File: src/rtl/payload_nfa_chain.sv
// -----------------------------------------------------------------------------
// payload_nfa_chain
//
// One linear NFA chain compiled from a PCRE fragment. Every chain state
// consumes one bit of the shared character-class bus. A state marked as a
// self-loop implements `[class]*`: it can stay active on repeated class hits,
// and a byte can pass straight over it when the loop is taken zero times.
// The block sits between the character-class decoder and the rule-result
// aggregator.
//
// The start can be anchored or unanchored. The block reports a sticky
// per-packet match flag, a one-cycle pulse on the first match, and the byte
// offset of the byte that completed that first match.
//
// Build option:
//   PAYLOAD_NFA_MATCH_POS_EN - when defined, the byte counter and the
//                              match_pos capture are built. When undefined,
//                              match_pos is tied to 16'h0000. The timing of
//                              match and match_pulse does not depend on it.
//
// Parameters:
//   NUM_STATES - number of chain states (>= 2)
//   CLASS_W    - width of the character-class bus
//   CLASS_SEL  - NUM_STATES bytes, packed. Byte i is the class bit index
//                consumed by state i.
//   LOOP_MASK  - bit i = 1 makes state i a self-loop. Bits 0 and
//                NUM_STATES-1 must be 0.
//   ANCHORED   - 1: state 0 fires only on the first byte after sod/reset
//                0: state 0 may fire on any byte
//
// Ports:
//   clk         in   clock
//   rst_n       in   synchronous active-low reset; dominates sod and en
//   sod         in   start of data; synchronous per-packet clear
//   en          in   byte valid; char_class is sampled only when en = 1
//   char_class  in   [CLASS_W-1:0] class membership of the current byte
//   match       out  sticky: a match was found since the last sod
//   match_pulse out  one-cycle pulse on the first match of the packet
//   match_pos   out  [15:0] 0-based offset of the byte completing the
//                    first match
//   state_vec   out  [NUM_STATES-1:0] active-state register (debug)
// -----------------------------------------------------------------------------
module payload_nfa_chain #(
    parameter int                      NUM_STATES = 21,
    parameter int                      CLASS_W    = 66,
    parameter logic [NUM_STATES*8-1:0] CLASS_SEL  = {NUM_STATES{8'd0}},
    parameter logic [NUM_STATES-1:0]   LOOP_MASK  = '0,
    parameter int                      ANCHORED   = 1
) (
    input  logic                  clk,
    input  logic                  rst_n,
    input  logic                  sod,
    input  logic                  en,
    input  logic [CLASS_W-1:0]    char_class,
    output logic                  match,
    output logic                  match_pulse,
    output logic [15:0]           match_pos,
    output logic [NUM_STATES-1:0] state_vec
);

    // Active-state register and the "next byte is the first of the packet" flag.
    logic [NUM_STATES-1:0] state_q;
    logic                  first_q;

    // Per-state class hit, feed term and next-state value.
    logic [NUM_STATES-1:0] class_hit;
    logic [NUM_STATES-1:0] feed;
    logic [NUM_STATES-1:0] state_next;

    // The match flag is set on the cycle after the final state goes active.
    // Only the first match of a packet is captured.
    logic                  final_hit;

    assign final_hit = state_q[NUM_STATES-1] & ~match;
    assign state_vec = state_q;

    // -------------------------------------------------------------------------
    // Class selection. The loop scans every bus bit and compares it against
    // the configured index. This avoids indexing the bus with a byte-wide
    // selector that can be wider than the bus address.
    // -------------------------------------------------------------------------
    always_comb begin
        // NOTE: every variable assigned in this block gets a default first,
        // so no path can leave a value unassigned and infer a latch.
        class_hit = '0;
        for (int i = 0; i < NUM_STATES; i++) begin
            for (int j = 0; j < CLASS_W; j++) begin
                if (CLASS_SEL[i*8 +: 8] == 8'(j)) begin
                    class_hit[i] = char_class[j];
                end
            end
        end
    end

    // -------------------------------------------------------------------------
    // Feed chain:
    //   feed(0) = ANCHORED ? first : 1
    //   feed(i) = s(i-1) | (loop(i-1) & feed(i-1))
    // Carrying the term in a local variable keeps the chain a plain ripple.
    // Otherwise the vector would be read back into itself inside this block.
    // -------------------------------------------------------------------------
    always_comb begin : feed_chain
        logic carry;
        feed  = '0;
        carry = (ANCHORED != 0) ? first_q : 1'b1;
        for (int i = 0; i < NUM_STATES; i++) begin
            feed[i] = carry;
            carry   = state_q[i] | (LOOP_MASK[i] & carry);
        end
    end

    // -------------------------------------------------------------------------
    // Next-state terms:
    //   non-loop state: s <= c & feed
    //   loop state:     s <= c & (s | feed)
    // -------------------------------------------------------------------------
    always_comb begin
        state_next = '0;
        for (int i = 0; i < NUM_STATES; i++) begin
            state_next[i] = class_hit[i] & (feed[i] | (LOOP_MASK[i] & state_q[i]));
        end
    end

    // -------------------------------------------------------------------------
    // Chain state, first-byte flag and match flags.
    // A sod on the same cycle as an active final state wins over it, so the
    // match that would have been reported is dropped.
    // -------------------------------------------------------------------------
    always_ff @(posedge clk) begin
        // NOTE: all sequential state uses non-blocking assignments. Every
        // register therefore samples the values present before this edge.
        if (!rst_n || sod) begin
            state_q     <= '0;
            first_q     <= 1'b1;
            match       <= 1'b0;
            match_pulse <= 1'b0;
        end else begin
            match_pulse <= 1'b0;
            if (en) begin
                state_q <= state_next;
                first_q <= 1'b0;
            end
            if (final_hit) begin
                match       <= 1'b1;
                match_pulse <= 1'b1;
            end
        end
    end

`ifdef PAYLOAD_NFA_MATCH_POS_EN
    // -------------------------------------------------------------------------
    // Byte offset tracking. byte_cnt counts accepted bytes and saturates.
    // The match is captured one cycle after the completing byte. By then
    // byte_cnt already includes that byte, so the offset is byte_cnt - 1.
    // Any byte accepted on the capture cycle is not seen yet, because the
    // counter value read here is the pre-edge value.
    // -------------------------------------------------------------------------
    logic [15:0] byte_cnt;
    logic [15:0] match_pos_q;

    always_ff @(posedge clk) begin
        if (!rst_n || sod) begin
            byte_cnt    <= 16'h0000;
            match_pos_q <= 16'h0000;
        end else begin
            if (en && (byte_cnt != 16'hFFFF)) begin
                byte_cnt <= byte_cnt + 16'd1;
            end
            if (final_hit) begin
                match_pos_q <= byte_cnt - 16'd1;
            end
        end
    end

    assign match_pos = match_pos_q;
`else
    assign match_pos = 16'h0000;
`endif

endmodule

File: config.mk
export PLATFORM = sky130hd
export DESIGN_NAME = payload_nfa_chain
export DESIGN_NICKNAME = d
export VERILOG_FILES = /design/src/rtl/payload_nfa_chain.sv
export SDC_FILE = /design/constraint.sdc
export NUM_CORES = 1
export LEC_CHECK = 0
export CORE_ASPECT_RATIO = 1.4
export CORE_MARGIN = 2
export CORE_UTILIZATION = 29
export CTS_CLUSTER_SIZE = 12
export DETAILED_ROUTE_END_ITERATION = 8
export PLACE_DENSITY = 0.81
export SETUP_SLACK_MARGIN = 0.1
export SLEW_MARGIN = 20
export SYNTH_ARGS = -nofsm -noshare
export SYNTH_HDL_FRONTEND = slang
export SYNTH_SLANG_ARGS = --single-unit
File: constraint.sdc
create_clock -name clk -period 0.85 [get_ports clk]
set_input_delay 0.1275 -clock clk [delete_from_list [all_inputs] [get_ports clk]]
set_output_delay 0.1275 -clock clk [all_outputs]
set_load 0.05 [all_outputs]
# Word-level counts from Yosys, hierarchy flattened

Index checks and enable logic that the tools add are counted.

Bitwise gates (word level): 23
Reductions and logical operators: 2
Muxes and demuxes: 1

Operators with widths:

| cell               | number |
|---|---|
| $and A1 B1 Y1      | 22 |
| $logic_not A1 Y1   | 1 |
| $logic_or A1 B1 Y1 | 1 |
| $mux W1            | 1 |
| $not A1 Y1         | 1 |

Output and inout port bits: 39
Bits of input ports: 70
Flip-flop bits (word level): 24
Word-level logic and storage cells: 30

# Longest topological paths before layout

Gate-level depths: netlist of the first run.

Word-level depth: 3
Mapped depth: 4

# Worst setup path after synthesis of the first run

No wires, ideal clock.

Path kind: register -> register
Start: register state_q[15], in the netlist state_vec[15]
End: register state_q[16], in the netlist state_vec[16]
Buffers on the path: 0
Library setup time: 66 ps
Clock period less this slack: 959 ps
Setup slack: -109 ps
Stages on the path, launching flop included: 3
Arrival time: 893 ps
Data required time: 784 ps
Cell sequence: dfxtp_1 nand3_2 a21oi_2

Longest elaborated chain between the ends: 1

RTL lines:

| item                   | RTL line | RTL |
|---|---|---|
| from (decl)            | 62       | `logic [NUM_STATES-1:0] state_q;` |
| from (signal assigned) | 140      | `state_q <= state_next;` |
| $and A1 B1 Y1          | 120      | `state_next[i] = class_hit[i] & (feed[i] \| (LOOP_MASK[i] & state_q[i]));` |

Every way passes these cells.
A chain may end at the register's enable or synchronous reset.

# Worst setup path after layout of the first run

Start: register state_q[14], in the netlist state_vec[14]
End: output port state_vec[14]

RTL lines:

| item      | RTL line | RTL |
|---|---|---|
| to (decl) | 58       | `output logic [NUM_STATES-1:0] state_vec` |

No word-level cell between the ends.

==> results of run 1 <==
## metal layers
layer | wire, um | vias up
li1 | - | 475
met1 | 1350 | 493
met2 | 1730 | 50
met3 | 206 | 15
met4 | 204 | 0
met5 | 0 | -
## stage by stage
stage / setup slack [ps] / area [sq um] / total power, uW / util / TNS [ps]
finish: -79.1 / 2330 / 2560 / 0.650 / -1520
global route: -102 / 2330 / 2630 / 0.650 / -2010
CTS: -58.1 / 2080 / 2470 / 0.583 / -1040
detailed placement: -314 / 1610 / 1390 / 0.451 / -6750
global placement: -296 / 1610 / 1390 / 0.451 / -6630
floorplan: 67.2 / 1190 / 1400 / - / 0
## timing repair
item,4_1_cts,5_1_grt
hold buffers,0,0
pin swaps,9,18
endpoints found under the hold margin,0,0
gates cloned,5,0
buffers inserted,24,2
gates resized for setup,23,49
setup endpoints to repair,47,44
## cells by family (layout without fill, tap and decap cells)
logic type | after synthesis | in the layout | synth area share
AND/OR/NAND/NOR | 46 | 46 | 0.248
flip-flops | 24 | 24 | 0.453
AO/OA/AOI/OAI | 22 | 22 | 0.110
other | 1 | 16 | 0.00354
buffers and inverters | 26 | 65 | 0.185
## where the power goes
part	switching (uW)	total (uW)	internal [uW]
clock network	403	1040	632
logic	289	460	171
registers	2.91	1060	1060
## cells in the mapped netlist, drive strengths merged
| cell | instances |
|---|---|
| buf | 24 |
| dfxtp | 24 |
| nand2b | 22 |
| a21oi | 21 |
| nand3 | 21 |
| nor2 | 2 |
| a21o | 1 |
| clkbuf | 1 |
| conb | 1 |
| inv | 1 |
| nor3b | 1 |
## sequential cells by signal (all words and copies together) (netlist names)
| name | count |
|---|---|
| match_pulse | 1 |
| state_vec | 21 |
| match | 1 |
| first_q | 1 |
## worst max-delay path by stage
stage	end	start	depth (start not counted)	slack, ps
3_3_place_gp	first_q	en	4	-300
2_1_floorplan	state_vec[16]	state_vec[15]	2	70
6_report	state_vec[14]	state_vec[14]	1	-80
5_1_grt	state_vec[14]	state_vec[14]	1	-100
4_1_cts	state_vec[18]	state_vec[18]	1	-60
3_5_place_dp	state_vec[15]	en	4	-310
## area by class of cell
cell class	instances	area, sq um	share of cell area
well taps	42	52.6	0.0226
inverters	1	3.75	0.00161
clock buffers	3	41.3	0.0177
clock inverters	1	30.0	0.0129
multi-input cells	84	682	0.293
repair buffers	60	956	0.411
flip-flops and latches	24	562	0.241
## cells in the final DEF (no fill, tap or decap)
cell and n:
buf_12 27, dfxtp_4 21, a21oi_2 17, conb_1 16, nand3_2 13, nand2b_1 13
buf_6 13, buf_4 11, nand2b_4 9, nand3_1 4, a21oi_1 4, nand3_4 4
clkbuf_8 3, buf_16 3, nor2_1 2, bufbuf_16 2, dlygate4sd2_1 2, dfxtp_2 2
inv_1 1, a21o_1 1, nor3b_2 1, bufinv_16 1, dfxtp_1 1, clkdlybuf4s15_1 1
clkdlybuf4s15_2 1
==> impl_metrics.csv, run 1 <==
group,metric,value,unit
clock_network,clk-insertion-delay-late,290,ps
detailed_routing,first_iter_violations,20,
synthesis,postSynthCellCount,119,
pwr,p_leak,0.000872,uW
clock_network,clockRootBuffer,"clkbuf_8",
finish,fillCellCount,227,
finish,drive_gt1_frac,0.740,
timing,rsz0062_at_grt,"yes",
timing,max_freq,1.08,GHz
setup_path,worstPathCellList,"buf_12",
place,gp_congestion,0.641,
setup_path,critPathMaxStageDelay,370,ps
timing,finalSetupViolCount,23,
status,violations,"setup timing",
global_route,grt_use_met1,0.175,
timing,finalHoldViolations,0,
setup_path,crit_family,"flip-flops",
setup_path,r2r-start,"state_vec[18]",
setup_path,cpMaxStageDelayCell,"dfxtp_4",
finish,antenna_cells,0,
setup_path,worstSetupEndpointType,"output port",
setup_path,ff2ff_path_depth,4,
global_route,grt_antenna_before_repair,0,
timing,skew,7.46,ps
global_route,grtUsageMet3,0.0353,
pwr,powerDensity,1100,nW/um^2
global_route,grt_pass1_vias,944,
synthesis,yosys.area.top_type,"dfxtp_1",
global_route,overflow,0,
status,status,"complete, but fails checks",
timing,finalCriticalPeriod,929,ps
timing,timing.final.crit_share,1.09,
clock_network,cts_buffers,3,
synthesis,ys_ff_latch,24,
detailed_routing,wirelength,3.49,mm
clock_network,tritoncts,"yes",
synthesis,synth_area_leaders,"dfxtp_1 45%, nand2b_1 13%, buf_4 12%",
synthesis,syn_area,1060,sq um
setup_path,start_kind,"flop",
synthesis,synth_top_area_share,0.453,
synthesis,synth_cell_type_count,15,
die,die_area,4160,sq um
detailed_routing,ant_nets,0,
setup_path,critPathKind,"flop to output port",
global_route,grt_use_met2,0.269,
detailed_routing,first_pass_iters,4,
finish,nets,244,
die,die_h,75.5,um
hold_path,min_to,"state_vec[1]",
detailed_routing,vias_per_cell,4.80,
setup_path,crit_fanout,2,
timing,fin_ws,-79.1,ps
setup_path,r2r_slack,0,ps
flow_run,drv_cap,0,
place,dp_cells,181,
global_route,grtUsageTotal,0.165,
setup_path,cp.required,720,ps
die,io_pins,109,
synthesis,synth.avg_cell_area,8.91,sq um
detailed_routing,num_vias,1033,
detailed_routing,drc,0,
place,numPortBuffers,27,
global_route,grt_max_degree,23,
hold_path,min_path_type,"primary input to flop",
pwr,peakVddDrop,982,uV
hold_path,hold_depth,4,
finish,finalNonFillerCells,215,
setup_path,path_buf_inv,1,
hold_path,holdCritStartpoint,"en",
global_route,busiest_layer,"met2",
detailed_routing,wl_per_cell,16.2,um
die,initial_utilization,0.296,
timing,maxSlewViolCount,0,
finish,layout-area-overhead-vs-synth,120,%
die,fp.coreArea,3580,sq um
synthesis,synth_warnings,0,
clock_network,clk_path_buf_depth,2,
die,num_rows,26,
setup_path,crit_arrival,800,ps
global_route,grt_pass1_wl,4.61,mm
setup_path,rr_endpoint,"state_vec[19]",
synthesis,ys_seq_area_frac,0.453,
clock_network,clk_pin_slew_worst_paths,90,ps
clock_network,h-tree-depth,1,
timing,hold_slack,427,ps
die,die_x,55.1,um
clock_network,cts.sinks,24,
Note: power is estimated with default switching activity, not from simulation.
==> run 2, diff against run 1 <==
--- a/config.mk
+++ b/config.mk
@@ -10,6 +10,8 @@
 export CORE_UTILIZATION = 29
 export CTS_CLUSTER_SIZE = 12
 export DETAILED_ROUTE_END_ITERATION = 8
+export GPL_ROUTABILITY_DRIVEN = 0
+export GPL_TIMING_DRIVEN = 0
 export PLACE_DENSITY = 0.81
 export SETUP_SLACK_MARGIN = 0.1
 export SLEW_MARGIN = 20
==> run 2 against run 1 <==
  * The flow still finishes with violations (setup timing)
  * Combinational power shrank 7.2%
  * Final cell count grew 6.5%
  * Die area is the same
  * Fmax grew 1.4%
  * Critical path depth is the same
  * Register-to-register slack gained 20 ps
  * Design area shrank 9.9%
  * Flip-flop and latch count is the same
  * Highest routed layer unchanged
  * Clock skew shrank 4.2 ps
  * Clock-buffer cell count grew 1
  * Largest cell class unchanged
  * Critical path type unchanged
  * Critical endpoint is now state_vec[20]
==> impl_metrics.csv, run 2 (synthesis gave the netlist of run 1 again) <==
group,metric,value,unit
status,status,"complete, but fails checks",
status,violations,"setup timing",
detailed_routing,first_pass_iters,4,
die,num_rows,26,
detailed_routing,ant_nets,0,
detailed_routing,vias_per_cell,4.56,
global_route,grtUsageTotal,0.136,
pwr,peakVddDrop,654,uV
clock_network,h-tree-depth,1,
detailed_routing,wl_per_cell,13.9,um
detailed_routing,num_vias,1045,
pwr,power_frac_comb,0.188,
setup_path,worstSetupEndpointType,"output port",
flow_run,drv_cap,0,
pwr,p_int,1630,uW
timing,maxSlewViolCount,0,
timing,rsz0062_at_grt,"yes",
finish,antenna_cells,0,
setup_path,start_kind,"flop",
global_route,grtUsageMet3,0.0216,
timing,finalCriticalPeriod,916,ps
pwr,clock_power_share,0.343,
clock_network,clk-insertion-delay-late,270,ps
timing,fin_ws,-65.9,ps
timing,hold_slack,351,ps
setup_path,cp.required,720,ps
pwr,p_sw,644,uW
setup_path,r2r-start,"state_vec[14]",
pwr,powerDensity,1080,nW/um^2
clock_network,tritoncts,"yes",
pwr,p_leak,0.000838,uW
clock_network,cts_buffers,3,
die,die_x,55.1,um
setup_path,crit_fanout,4,
global_route,grt_antenna_before_repair,0,
global_route,busiest_layer,"met2",
timing,setup_tns,-1210,ps
hold_path,hold_depth,3,
setup_path,crit_family,"flip-flops",
setup_path,worstPathCellList,"buf_8",
hold_path,holdCritStartpoint,"en",
timing,finalHoldViolations,0,
die,fp.coreArea,3580,sq um
setup_path,ff2ff_path_depth,3,
global_route,grt_pass1_wl,4.10,mm
setup_path,rr_endpoint,"state_vec[15]",
pwr,power_frac_seq,0.469,
clock_network,cts.sinks,24,
detailed_routing,wirelength,3.19,mm
setup_path,path_buf_inv,1,
setup_path,r2r_slack,20,ps
setup_path,crit_arrival,790,ps
die,io_pins,109,
clock_network,clockRootBuffer,"clkbuf_8",
global_route,grt_use_met2,0.233,
timing,skew,3.28,ps
finish,final_cell_mix,"26 x buf_4, 25 x buf_8, 20 x dfxtp_4",
clock_network,hold_buffers,0,
finish,final_common_cell,"buf_4",
global_route,grt_use_met1,0.166,
global_route,grt_max_degree,14,
place,dp_hpwl,1.54,mm
timing,finalSetupViolCount,23,
detailed_routing,first_iter_violations,15,
pwr,switching_share,0.283,
finish,drive_gt1_frac,0.701,
clock_network,clk_path_buf_depth,2,
hold_path,min_to,"state_vec[20]",
die,die_area,4160,sq um
setup_path,cpMaxStageDelayCell,"dfxtp_4",
detailed_routing,drc,0,
global_route,overflow,0,
clock_network,clk_pin_slew_worst_paths,80,ps
global_route,grt_pass1_vias,918,
finish,nets,258,
die,die_h,75.5,um
setup_path,critPathKind,"flop to output port",
finish,largest_reg_flops,21,
die,initial_utilization,0.296,
finish,layout-area-overhead-vs-synth,97.9,%
setup_path,critPathMaxStageDelay,380,ps
place,numPortBuffers,27,
timing,max_freq,1.09,GHz
hold_path,min_path_type,"primary input to flop",
timing,timing.final.crit_share,1.08,
==> run 2: metal layers <==
metal	vias up	wire (um)
li1	497	-
met1	497	1240
met2	46	1730
met3	5	161
met4	0	56
met5	-	0
==> run 2: power by group through the flow <==
stage	clock network, uW	logic [uW]	registers (uW)
global route	849	449	1070
floorplan	0	299	1100
detailed placement	0	349	1090
global placement	0	350	1090
finish	780	427	1070
CTS	777	387	1070
==> run 2: area by class of cell <==
cell class	instances	area [sq um]
fill	262	1480
timing repair buffer	49	617
multi-input combinational	84	592
sequential	24	559
buffer	25	218
clock buffer	4	55.1
tap	42	52.6
inverter	1	3.75
==> run 2: worst min-delay path, cell delays in order <==
cell and delay, ps:
clkdlybuf4s15_2 270, nand2b_1 130, a21oi_1 50
==> run 2: how the worst max path moves through the flow <==
stage / cells after the start / from / slack [ps] / end
after floorplan: 2 / state_vec[15] / 70 / state_vec[16]
after global placement: 4 / en / -460 / state_vec[3]
after detailed placement: 4 / en / -450 / state_vec[19]
after CTS: 1 / state_vec[20] / -70 / state_vec[20]
after global routing: 1 / state_vec[20] / -90 / state_vec[20]
final: 1 / state_vec[20] / -70 / state_vec[20]
==> run 2: metrics by stage <==
stage / power [uW] / setup WS, ps / utilization / instance area, sq um / cells
finish: 2270 / -65.9 / 0.586 / 2100 / 229
global route: 2370 / -94.0 / 0.586 / 2100 / 229
CTS: 2230 / -67.7 / 0.531 / 1900 / 228
detailed placement: 1440 / -451 / 0.424 / 1520 / 203
global placement: 1440 / -455 / 0.424 / 1520 / 203
floorplan: 1400 / 67.2 / - / 1190 / 134
==> run 2: repair_timing <==
item	CTS	global route
cloned	1	0
pin swaps	3	16
setup buffers	20	3
gates resized for setup	202	42
endpoints found under the setup margin	47	43
